`src/rtl/mem_port_arbiter.sv`:
```
// Round-robin arbiter giving a CPU and a DMA requester shared access to one
// single-port data memory; reads take a grant cycle plus a data-return cycle.
module mem_port_arbiter #(
    parameter int unsigned ADDR_LIMIT = 128
) (
    input  logic        clk,
    input  logic        rst,
    input  logic        i_cpu_req,
    input  logic        i_cpu_we,
    input  logic [31:0] i_cpu_adr,
    input  logic [31:0] i_cpu_wdata,
    output logic        o_cpu_gnt,
    output logic        o_cpu_rvalid,
    output logic [31:0] o_cpu_rdata,
    output logic        o_cpu_err,
    input  logic        i_dma_req,
    input  logic        i_dma_we,
    input  logic [31:0] i_dma_adr,
    input  logic [31:0] i_dma_wdata,
    output logic        o_dma_gnt,
    output logic        o_dma_rvalid,
    output logic [31:0] o_dma_rdata,
    output logic        o_dma_err,
    output logic [31:0] o_mem_adr,
    output logic [31:0] o_mem_wdata,
    output logic        o_mem_en_read,
    output logic        o_mem_en_write,
    input  logic [31:0] i_mem_rdata
);

    typedef enum logic [0:0] {
        ST_IDLE      = 1'b0,
        ST_READ_WAIT = 1'b1
    } state_t;

    localparam logic OWNER_CPU = 1'b0;
    localparam logic OWNER_DMA = 1'b1;

    state_t      r_state;
    state_t      w_state_nxt;
    logic        r_last_owner;
    logic        r_read_owner;
    logic        r_read_err;

    logic        w_grant;
    logic        w_winner;
    logic        w_sel_we;
    logic [31:0] w_sel_adr;
    logic [31:0] w_sel_wdata;
    logic        w_in_range;

    // Winner selection: a tie goes to whoever did not win last time.
    always_comb begin
        w_winner = OWNER_CPU;
        if (i_cpu_req && i_dma_req) begin
            w_winner = (r_last_owner == OWNER_DMA) ? OWNER_CPU : OWNER_DMA;
        end else if (i_dma_req) begin
            w_winner = OWNER_DMA;
        end else begin
            w_winner = OWNER_CPU;
        end
        w_sel_we    = (w_winner == OWNER_DMA) ? i_dma_we    : i_cpu_we;
        w_sel_adr   = (w_winner == OWNER_DMA) ? i_dma_adr   : i_cpu_adr;
        w_sel_wdata = (w_winner == OWNER_DMA) ? i_dma_wdata : i_cpu_wdata;
        w_in_range  = (w_sel_adr < 32'(ADDR_LIMIT));
    end

    // Next-state and output decode; everything is forced quiet while rst is low.
    always_comb begin
        w_state_nxt    = r_state;
        w_grant        = 1'b0;
        o_cpu_gnt      = 1'b0;
        o_dma_gnt      = 1'b0;
        o_cpu_err      = 1'b0;
        o_dma_err      = 1'b0;
        o_cpu_rvalid   = 1'b0;
        o_dma_rvalid   = 1'b0;
        o_cpu_rdata    = 32'h0000_0000;
        o_dma_rdata    = 32'h0000_0000;
        o_mem_adr      = 32'h0000_0000;
        o_mem_wdata    = 32'h0000_0000;
        o_mem_en_read  = 1'b0;
        o_mem_en_write = 1'b0;
        case (r_state)
            ST_IDLE: begin
                if (rst && (i_cpu_req || i_dma_req)) begin
                    w_grant        = 1'b1;
                    o_cpu_gnt      = (w_winner == OWNER_CPU);
                    o_dma_gnt      = (w_winner == OWNER_DMA);
                    o_cpu_err      = (w_winner == OWNER_CPU) && !w_in_range;
                    o_dma_err      = (w_winner == OWNER_DMA) && !w_in_range;
                    o_mem_adr      = w_sel_adr;
                    o_mem_wdata    = w_sel_wdata;
                    o_mem_en_write = w_sel_we && w_in_range;
                    o_mem_en_read  = !w_sel_we && w_in_range;
                    // Out-of-range reads still take the return cycle so rvalid is always delivered.
                    w_state_nxt    = w_sel_we ? ST_IDLE : ST_READ_WAIT;
                end else begin
                    w_state_nxt    = ST_IDLE;
                end
            end
            ST_READ_WAIT: begin
                if (rst) begin
                    o_cpu_rvalid = (r_read_owner == OWNER_CPU);
                    o_dma_rvalid = (r_read_owner == OWNER_DMA);
                    o_cpu_rdata  = (r_read_owner == OWNER_CPU && !r_read_err) ? i_mem_rdata : 32'h0000_0000;
                    o_dma_rdata  = (r_read_owner == OWNER_DMA && !r_read_err) ? i_mem_rdata : 32'h0000_0000;
                end else begin
                    o_cpu_rvalid = 1'b0;
                    o_dma_rvalid = 1'b0;
                end
                w_state_nxt = ST_IDLE;
            end
            default: begin
                w_state_nxt = ST_IDLE;
            end
        endcase
    end

    // State, round-robin history and pending-read bookkeeping.
    always_ff @(posedge clk) begin
        if (!rst) begin
            r_state      <= ST_IDLE;
            r_last_owner <= OWNER_DMA;
            r_read_owner <= OWNER_CPU;
            r_read_err   <= 1'b0;
        end else begin
            r_state <= w_state_nxt;
            if (w_grant) begin
                r_last_owner <= w_winner;
                r_read_owner <= w_winner;
                r_read_err   <= !w_in_range;
            end
        end
    end

endmodule

```
`config.mk`:
```
export PLATFORM = sky130hd
export DESIGN_NAME = mem_port_arbiter
export DESIGN_NICKNAME = d
export VERILOG_FILES = /design/src/rtl/mem_port_arbiter.sv
export SDC_FILE = /design/constraint.sdc
export NUM_CORES = 1
export LEC_CHECK = 0
export BUFFER_PORTS_ARGS = -buffer_cell sky130_fd_sc_hd__clkbuf_2
export CAP_MARGIN = 40
export CORE_AREA = 10 10 110 112
export DETAILED_ROUTE_END_ITERATION = 10
export DIE_AREA = 0 0 120 122
export PLACE_DENSITY = 0.54
export SETUP_SLACK_MARGIN = 0.02
export SKIP_CTS_REPAIR_TIMING = 1
export SYNTH_ARGS = -nofsm -noshare
export SYNTH_HDL_FRONTEND = slang
export SYNTH_SLANG_ARGS = --single-unit
```
`constraint.sdc`:
```
create_clock -name clk -period 1.55 [get_ports clk]
set_input_delay 0.31 -clock clk [delete_from_list [all_inputs] [get_ports clk]]
set_output_delay 0.31 -clock clk [all_outputs]
set_load 0.01 [all_outputs]
```
==> results of run 1 <==
==> power groups by stage <==
stage	registers (mW)	logic, mW	clock network, mW
after detailed placement	0.122	0.877	0
final	0.124	1.02	0.214
after CTS	0.121	0.883	0.222
after global routing	0.125	1.09	0.237
after floorplan	0.121	0.387	0
after global placement	0.122	0.869	0
==> area by class of cell <==
cell class	count	area (µm²)	share of cell area (%)
clock buffers	3	41.29	0.9895
repair buffers	342	2280	54.63
well taps	136	170.2	4.078
multi-input cells	220	1595	38.23
flip-flops and latches	4	86.33	2.069
==> sequential cells by signal, summed over array words and instances (netlist names) <==
register,count
r_read_owner,1
r_state,1
r_read_err,1
r_last_owner,1
==> synthesized netlist by cell type, drive strengths merged (2+ instances only) <==
cell type	n	share of area, %
nand2	52	12
dfxtp	4	4.9
a22o	39	21
a21oi	27	8.2
and2	65	25
buf	14	6.7
nor3	5	1.8
nor4	10	5.1
nor2	5	2.6
clkbuf	8	1.8
and2b	2	0.91
nand4	4	2.8
==> worst paths after layout <==
path	start	end	slack [ns]	depth (start not counted)
worst max-delay path	r_state	o_mem_wdata[20]	-0.33	7
worst min-delay path	rst	r_last_owner	0.45	3
worst max register to register	r_last_owner	r_state	0.31	4
worst min register to register	r_last_owner	r_last_owner	0.50	2
==> cell families (layout without fill, tap and decap cells) <==
family	count (synthesis)	in the layout	share of synthesized area, %
compound gates	71	71	33.79
mux	1	1	0.6089
simple gates	148	148	52.21
buf+inv	22	345	8.523
flops	4	4	4.871
==> critical path: cells and delay by family (launching register included) <==
| kind | cells | cell delay [ns] |
|---|---|---|
| buffers and inverters | 3 | 0.41 |
| AOI/OAI and AO/OA | 2 | 0.36 |
| and+or+nand+nor | 2 | 0.27 |
| DFF | 1 | 0.31 |
==> through the flow <==
| stage | cells | instance area (µm²) | util, % | hold WS, ns | setup slack, ns |
|---|---|---|---|---|---|
| 2_1_floorplan | 246 | 1647 | - | 0.3719 | 0.02132 |
| 3_3_place_gp | 691 | 3468 | 34.52 | 0.4983 | -0.4470 |
| 3_5_place_dp | 691 | 3468 | 34.52 | 0.5123 | -0.4435 |
| 4_1_cts | 694 | 3510 | 34.94 | 0.4261 | -0.4508 |
| 5_1_grt | 705 | 4173 | 41.54 | 0.4789 | -0.3572 |
| 6_report | 705 | 4173 | 41.54 | 0.4474 | -0.3271 |
==> metal layers <==
layer | GRT usage, % | vias up | part of all wire (%)
li1 | - | 1518 | -
met1 | 15.11 | 1453 | 37
met2 | 24.52 | 193 | 52
met3 | 5.735 | 10 | 9.8
met4 | 3.167 | 0 | 0.99
met5 | 0 | - | 0
==> results.md, run 1 <==
- Leak pwr: 2.376 nW
- Die Wd: 120 µm
- CTS root buf: clkbuf_8
- CP arrival: 1.57 ns
- Clock buffer depth: 2
- Endpoints failing hold: 0
- Yosys cell types: 32
- Routed WL: 13080 µm
- Pre-antenna DRT Iters: 4
- Initial antenna violation count: 0
- H-tree depth: 1
- Required time of the critical path: 1.24 ns
- # rows: 37
- Switching Fraction: 40.49%
- Tightest Pin Transition: 0.3597 ns
- Post-route setup TNS: -24.14 ns
- Routed len/inst: 18.55 µm
- Synth Net Count: 412
- Crit Path Category: register to output port
- Via density: 4.502
- Starting density of the core: 16.37%
- Worst-path cell chain: nand2b_4 -> o21bai_4 -> nor2_4 -> buf_12 -> buf_12 -> a22o_1 -> buf_2
- Fmax: 0.5327 GHz
- Number of synthesized flops with an enable pin: 0
- CTS tree: built
- Die Y: 122 µm
- DR vias: 3174
- Post-synthesis sequential area ratio: 4.871%
- Internal power: 0.8062 mW
- Hold Crit Class: input pin to register
- GPL Wtd Cong: 0.8357
- Core ar.: 10050 µm²
- Total CTS buffers: 3
- First-pass GRT wire length: 16750 µm
- Synthesized area: 1644 µm²
- Clock power frac: 15.8%
- RSZ-0062 raised after global routing: true
- Number of diodes: 0
- Fin crit period: 1.877 ns
- Peak VDD IR: 0.1692 mV
- Clk_skew: 0.0006659 ns
- Pwr per Cell Area: 324.7 nW/µm²
- Total GRT Usage: 13.83%
- Most common cell after layout, fill and taps aside: clkbuf_2
- Comb power frac: 75.1%
- FFs w/ async S/R, synth: 0%
- Post-route ant nets: 0
- Synth Register Bits: 4
- Layout cells sized above 1: 70.30%
- Synthesis Warnings: 0
- Layout Nets: 737
- Slew headroom: 75.80%
- Largest net degree at the start of global routing: 41
- Crit end category: output port
- Max-slew violations: 0
- IO Pins: 302
- Dpl hpwl: 10630 µm
- Die area: 14640 µm²
- TritonCTS Sinks: 4
- Fill cell count: 1007
- Layout area overhead: 153.8%
- Mapped Cells: 246
- Worst path slowest cell: dfxtp_2
- Outcome: complete, but fails checks
- PortBufs: 301
- Final setup fails: 134
- Mean area per synthesized cell: 6.683 µm²
- Post-synth top flop: dfxtp_1
- Failing checks: negative setup slack
- Total of max-cap violations: 0
- Critical Path Max Stage Delay: 0.31 ns
- Most common cell type on the critical path: buf_12
- Post-route setup slack: -0.3271 ns
- Clock Pin Slew Worst Setup and Hold Paths: 0.03 ns
- Switch Pwr: 0.5485 mW
- CP max FO: 6
- Starting DRT DRC Count: 135
- Vias in the first global route: 3016
- Grt ovf: 0
- Crit path launch type: register
- Clock latency on the worst-skew pair: 0.21 ns
- Drt drc: 0
- Most frequent cells in the layout: 196 x clkbuf_2, 62 x buf_2, 51 x nand2_1
- Pwr Total: 1.355 mW
- Final period util: 121.1%
- Share of power burned in registers: 9.2%
(Power assumes the default switching activity.)
==> inputs of run 2 (changes only) <==
--- a/config.mk
+++ b/config.mk
@@ -11,6 +11,7 @@
 export DETAILED_ROUTE_END_ITERATION = 10
 export DIE_AREA = 0 0 120 122
 export PLACE_DENSITY = 0.54
+export REMOVE_ABC_BUFFERS = 1
 export SETUP_SLACK_MARGIN = 0.02
 export SKIP_CTS_REPAIR_TIMING = 1
 export SYNTH_ARGS = -nofsm -noshare
==> run 2 against run 1 <==
Effect of this change: the flow still finishes with violations (negative setup slack); first-iteration DRC count increased by 2.2%; core utilization is 0.15 points higher; register-to-register slack got worse by 0.07 ns; largest cell class unchanged; count of clock-buffer cells in the layout stayed put; design area increased by 0.36%; sequential cell count unchanged; die area unchanged; non-clock buffer count rose by 8.
==> results.md, run 2 (synthesized netlist as in run 1, its figures left out) <==
- Post-route setup TNS: -28.70 ns (-4.564 ns)
- Layout Nets: 745 (+1.1%)
- Clock latency on the worst-skew pair: 0.22 ns (about the same)
- Layout area overhead: 154.7%
- Fin cells: 713 (+1.1%)
- PortBufs: 301 (unchanged)
- TritonCTS Sinks: 4 (unchanged)
- Starting density of the core: 16.37% (unchanged)
- Slew headroom: 76.63% (+0.83 points)
- Crit Path Category: register to output port
- Pre-antenna DRT Iters: 4 (unchanged)
- Failing checks: negative setup slack
- Clock power frac: 15.5% (-0.3 points)
- Final instance area: 4188 µm² (+0.36%)
- DR vias: 3185 (+0.35%)
- CP arrival: 1.56 ns (about the same)
- Most frequent cells in the layout: 209 x clkbuf_2, 58 x buf_2, 54 x and2_1
- Number of diodes: 0 (unchanged)
- Die area: 14640 µm² (unchanged)
- Die Wd: 120 µm (unchanged)
- Required time of the critical path: 1.24 ns (about the same)
- Dpl hpwl: 10890 µm (+2.5%)
- Reg-to-reg startpoint: r_last_owner
- Hold Path Stages: 3 (unchanged)
- Clk_skew: 0.002898 ns (+0.002232 ns)
- Hold Path Origin: rst
- Worst path slowest cell: dfxtp_1
- Max-slew violations: 0 (unchanged)
- Starting DRT DRC Count: 138 (+2.2%)
- Clock Pin Slew Worst Setup and Hold Paths: 0.03 ns (about the same)
- Comb power frac: 75.7% (+0.6 points)
- Critical Path Max Stage Delay: 0.32 ns (about the same)
- CTS root buf: clkbuf_8
- FF-to-FF path depth: 5 (+1)
- Routed len/inst: 18.88 µm (+1.8%)
- Clock buffer depth: 2 (unchanged)
- Largest net degree at the start of global routing: 33 (-20%)
- Share of power burned in registers: 8.8% (-0.4 points)
- Final setup fails: 134 (unchanged)
- R2R Setup Slk: 0.24 ns (-0.07 ns)
- Inst Count DP: 694 (+0.43%)
- Tightest Pin Transition: 0.3474 ns (-0.01229 ns)
- Post-route ant nets: 0 (unchanged)
- Drt drc: 0 (unchanged)
- Fin crit period: 1.874 ns (-0.003194 ns)
- Peak VDD IR: 0.1859 mV (+9.8%)
- DP Worst Slack: -0.4146 ns (+0.02895 ns)
- Final core occ: 41.69% (+0.15 points)
- Fill cell count: 1045 (+3.8%)
- H-tree depth: 1 (unchanged)
- CP max FO: 7 (+1)
- Total GRT Usage: 14.11% (+0.28 points)
- Worst R2R End: r_state
- Smallest hold slack: 0.4575 ns (+0.01010 ns)
- First-pass GRT wire length: 17180 µm (+2.6%)
- Core ar.: 10050 µm² (unchanged)
- Grt ovf: 0 (unchanged)
- Endpoints failing hold: 0 (unchanged)
- Hold Crit Class: input pin to register
- Worst-path cell chain: nand2b_4 -> o21bai_4 -> nor2_4 -> buf_12 -> clkbuf_16 -> a22o_1 -> buf_6
- Total of max-cap violations: 0 (unchanged)
- Post-route setup slack: -0.3239 ns (+0.003194 ns)
- GPL Wtd Cong: 0.9459 (+13%)
- Pwr per Cell Area: 335.7 nW/µm² (+3.4%)
- Switching Fraction: 40.44% (-0.049 points)
- Pwr Total: 1.406 mW (+3.8%)
- Switch Pwr: 0.5685 mW (+3.6%)
- Fmax: 0.5336 GHz (+0.17%)
- WHS Endpoint: r_last_owner
- Placed inst area: 3478 µm² (+0.29%)
- Total CTS buffers: 3 (unchanged)
- Die Y: 122 µm (unchanged)
- Leak pwr: 2.387 nW (+0.46%)
- Final period util: 120.9% (-0.21 points)
- Outcome: complete, but fails checks
- Vias in the first global route: 3097 (+2.7%)
- Internal power: 0.8373 mW (+3.9%)
- Most common cell after layout, fill and taps aside: clkbuf_2
- Crit path launch type: register
- # rows: 37 (unchanged)
- Initial antenna violation count: 0 (unchanged)
- Via density: 4.467 (-0.78%)
- Layout cells sized above 1: 68.11% (-2.2 points)
- CTS tree: built
- RSZ-0062 raised after global routing: true
- Crit end category: output port
- Routed WL: 13460 µm (+2.9%)
- IO Pins: 302 (unchanged)
run 2: per-layer routing:
metal	vias to the layer above	wire length [µm]	track usage (%)
li1	1534	-	-
met1	1427	5112	15.74
met2	204	6842	24.79
met3	20	1364	6.660
met4	0	140	1.508
met5	-	0	0
run 2: critical path: cells and delay by family, from the launching register on:
family / cells / cell delay (ns)
flip-flops: 1 / 0.32
AND/OR/NAND/NOR: 2 / 0.20
AO/OA/AOI/OAI: 2 / 0.40
buffers and inverters: 3 / 0.43
run 2: power by group through the flow:
stage / sequential, mW / combinational (mW) / clock (mW)
2_1_floorplan: 0.121 / 0.346 / 0
3_3_place_gp: 0.122 / 0.879 / 0
3_5_place_dp: 0.123 / 0.886 / 0
4_1_cts: 0.121 / 0.890 / 0.226
5_1_grt: 0.126 / 1.15 / 0.233
6_report: 0.124 / 1.06 / 0.217
run 2: how the worst max path moves through the flow:
stage | startpoint | to
6_report | r_state | o_mem_adr[6]
5_1_grt | r_state | o_mem_adr[4]
4_1_cts | i_cpu_adr[31] | o_mem_en_write
3_5_place_dp | i_cpu_adr[31] | o_mem_en_write
3_3_place_gp | i_cpu_adr[31] | o_mem_en_write
2_1_floorplan | r_state | o_mem_adr[0]
run 2: cell type report:
class | count | area (µm²) | share of cell area (%)
clock buffer | 3 | 41.29 | 0.9860
multi-input combinational | 220 | 1584 | 37.82
sequential | 4 | 85.08 | 2.032
tap | 136 | 170.2 | 4.063
timing repair buffer | 350 | 2307 | 55.09
==> inputs of run 3 (changes only) <==
--- a/config.mk
+++ b/config.mk
@@ -7,10 +7,10 @@
 export LEC_CHECK = 0
 export BUFFER_PORTS_ARGS = -buffer_cell sky130_fd_sc_hd__clkbuf_2
 export CAP_MARGIN = 40
-export CORE_AREA = 10 10 110 112
+export CORE_AREA = 2 2 118 120
 export DETAILED_ROUTE_END_ITERATION = 10
 export DIE_AREA = 0 0 120 122
-export PLACE_DENSITY = 0.54
+export PLACE_DENSITY = 0.43
 export REMOVE_ABC_BUFFERS = 1
 export SETUP_SLACK_MARGIN = 0.02
 export SKIP_CTS_REPAIR_TIMING = 1
==> run 3 against run 2 <==
Effect of this change: the flow still finishes with violations (negative setup slack); register-to-register slack gained 0.03 ns; total power grew 8.8%; non-clock buffer count shrank 5; via count shrank 1.4%; sequential share of layout area is essentially flat; cell count grew 5.5%; design area shrank 4.8%; worst setup slack lost 0.024 ns; largest power group unchanged.
==> results.md, run 3 (synthesized netlist as in run 1, its figures left out) <==
- Outcome: complete, but fails checks
- Failing checks: negative setup slack
- Fin crit period: 1.898 ns (+0.02392 ns)
- Endpoints failing hold: 0 (unchanged)
- Pre-antenna DRT Iters: 5 (+1)
- Clock buffer depth: 2 (unchanged)
- Via density: 4.178 (-6.5%)
- Starting DRT DRC Count: 106 (-23%)
- Required time of the critical path: 1.24 ns (about the same)
- CP max FO: 6 (-1)
- Fmax: 0.5269 GHz (-1.3%)
- Die area: 14640 µm² (unchanged)
- Clock Pin Slew Worst Setup and Hold Paths: 0.03 ns (about the same)
- Crit end category: output port
- Die Y: 122 µm (unchanged)
- RSZ-0062 raised after global routing: true
- Starting density of the core: 12.17% (-4.2 points)
- Die Wd: 120 µm (unchanged)
- CTS tree: built
- Most common cell type on the critical path: buf_12
- Post-route setup slack: -0.3478 ns (-0.02392 ns)
- Total GRT Usage: 11.41% (-2.7 points)
- Grt ovf: 0 (unchanged)
- Largest net degree at the start of global routing: 41 (+24%)
- Crit path launch type: register
- Tightest Pin Transition: 0.2776 ns (-0.06985 ns)
- GPL Wtd Cong: 0.8591 (-9.2%)
- Total CTS buffers: 3 (unchanged)
- Drt drc: 0 (unchanged)
- Delay-heaviest family, CP: buffers and inverters
- CTS root buf: clkbuf_16
- Final setup fails: 134 (unchanged)
- Dpl hpwl: 8462 µm (-22%)
- Max-slew violations: 0 (unchanged)
- Core ar.: 13500 µm² (+34%)
- Post-route ant nets: 0 (unchanged)
- IO Pins: 302 (unchanged)
- CP arrival: 1.59 ns (+0.03 ns)
- Initial antenna violation count: 0 (unchanged)
- Crit path buf inv count: 3 (unchanged)
- Layout Nets: 740 (-0.67%)
- Most common cell after layout, fill and taps aside: clkbuf_2
- Final core occ: 29.51% (-12 points)
- Slew headroom: 81.36% (+4.7 points)
- Layout area overhead: 142.4%
- Peak VDD IR: 0.2923 mV (+57%)
- Total of max-cap violations: 0 (unchanged)
- Number of diodes: 0 (unchanged)
- PortBufs: 301 (unchanged)
- Post-route setup TNS: -26.63 ns (+2.070 ns)
- Clk_skew: 0.002648 ns (-0.0002495 ns)
- Critical Path Max Stage Delay: 0.31 ns (about the same)
- H-tree depth: 1 (unchanged)
- TritonCTS Sinks: 4 (unchanged)
- Routed WL: 10300 µm (-23%)
- Routed len/inst: 13.70 µm (-27%)
- Worst path slowest cell: dfxtp_2
- Crit Path Category: register to output port
- Clock latency on the worst-skew pair: 0.22 ns (about the same)
- # rows: 43 (+16%)
- Vias in the first global route: 2647 (-15%)
- DR vias: 3142 (-1.4%)
- Pwr per Cell Area: 383.9 nW/µm² (+14%)
- Worst-path cell chain: nand2b_4 -> o21bai_4 -> nor2_4 -> buf_12 -> buf_12 -> a22o_1 -> buf_2
- Layout cells sized above 1: 67.66% (-0.45 points)
- Leak pwr: 2.267 nW (-5.0%)
- Final period util: 122.4% (+1.5 points)
- First-pass GRT wire length: 13300 µm (-23%)
- Hold Crit Class: input pin to register
- Most frequent cells in the layout: 274 x clkbuf_2, 63 x and2_1, 52 x nand2_1
-- run 3: path summary, 6_finish.rpt --
path           startpoint              end  slack (ns)  depth (start not counted)
max               r_state  o_mem_wdata[18]       -0.35                          7
min                   rst     r_last_owner        0.44                          3
max reg2reg  r_last_owner       r_read_err        0.27                          5
min reg2reg  r_last_owner     r_last_owner        0.52                          2
-- run 3: worst register-to-register path: stages, from the launching register on --
cell     delay, ns
dfxtp_2       0.36
a21bo_4       0.23
nand4_4       0.12
o22ai_4       0.24
buf_6         0.14
o21ai_0       0.07
-- run 3: where the power goes --
group,switching [mW],leakage (nW),internal (mW),total (mW)
Sequential,0.00882,0.0332,0.113,0.122
Clock,0.0702,0.0370,0.329,0.399
Combinational,0.487,2.20,0.521,1.01
Total,0.566,2.27,0.964,1.53
-- run 3: stage by stage --
step	total power [mW]	setup WS, ns	cells	cell area (µm²)	hold WS [ns]
after floorplan	0.4665	-0.4518	224	1504	0.3719
after global placement	0.9964	-0.3854	739	3553	0.5418
after detailed placement	0.9976	-0.3924	739	3553	0.5461
after CTS	1.406	-0.3977	742	3628	0.4270
after global routing	1.624	-0.4062	752	3985	0.4802
final	1.530	-0.3478	752	3985	0.4446
-- run 3: cell type report --
type / count / area [µm²]
timing repair buffer: 345 / 2028
multi-input combinational: 220 / 1574
fill: 1471 / 9519
clock buffer: 3 / 75.07
sequential: 4 / 82.58
tap: 180 / 225.2
-- run 3: per-layer routing --
metal  part of all wire, %  track usage, %
met5                     0               0
met4                   1.2           2.794
met1                    39           13.44
met3                   8.6           2.388
met2                    52           21.02
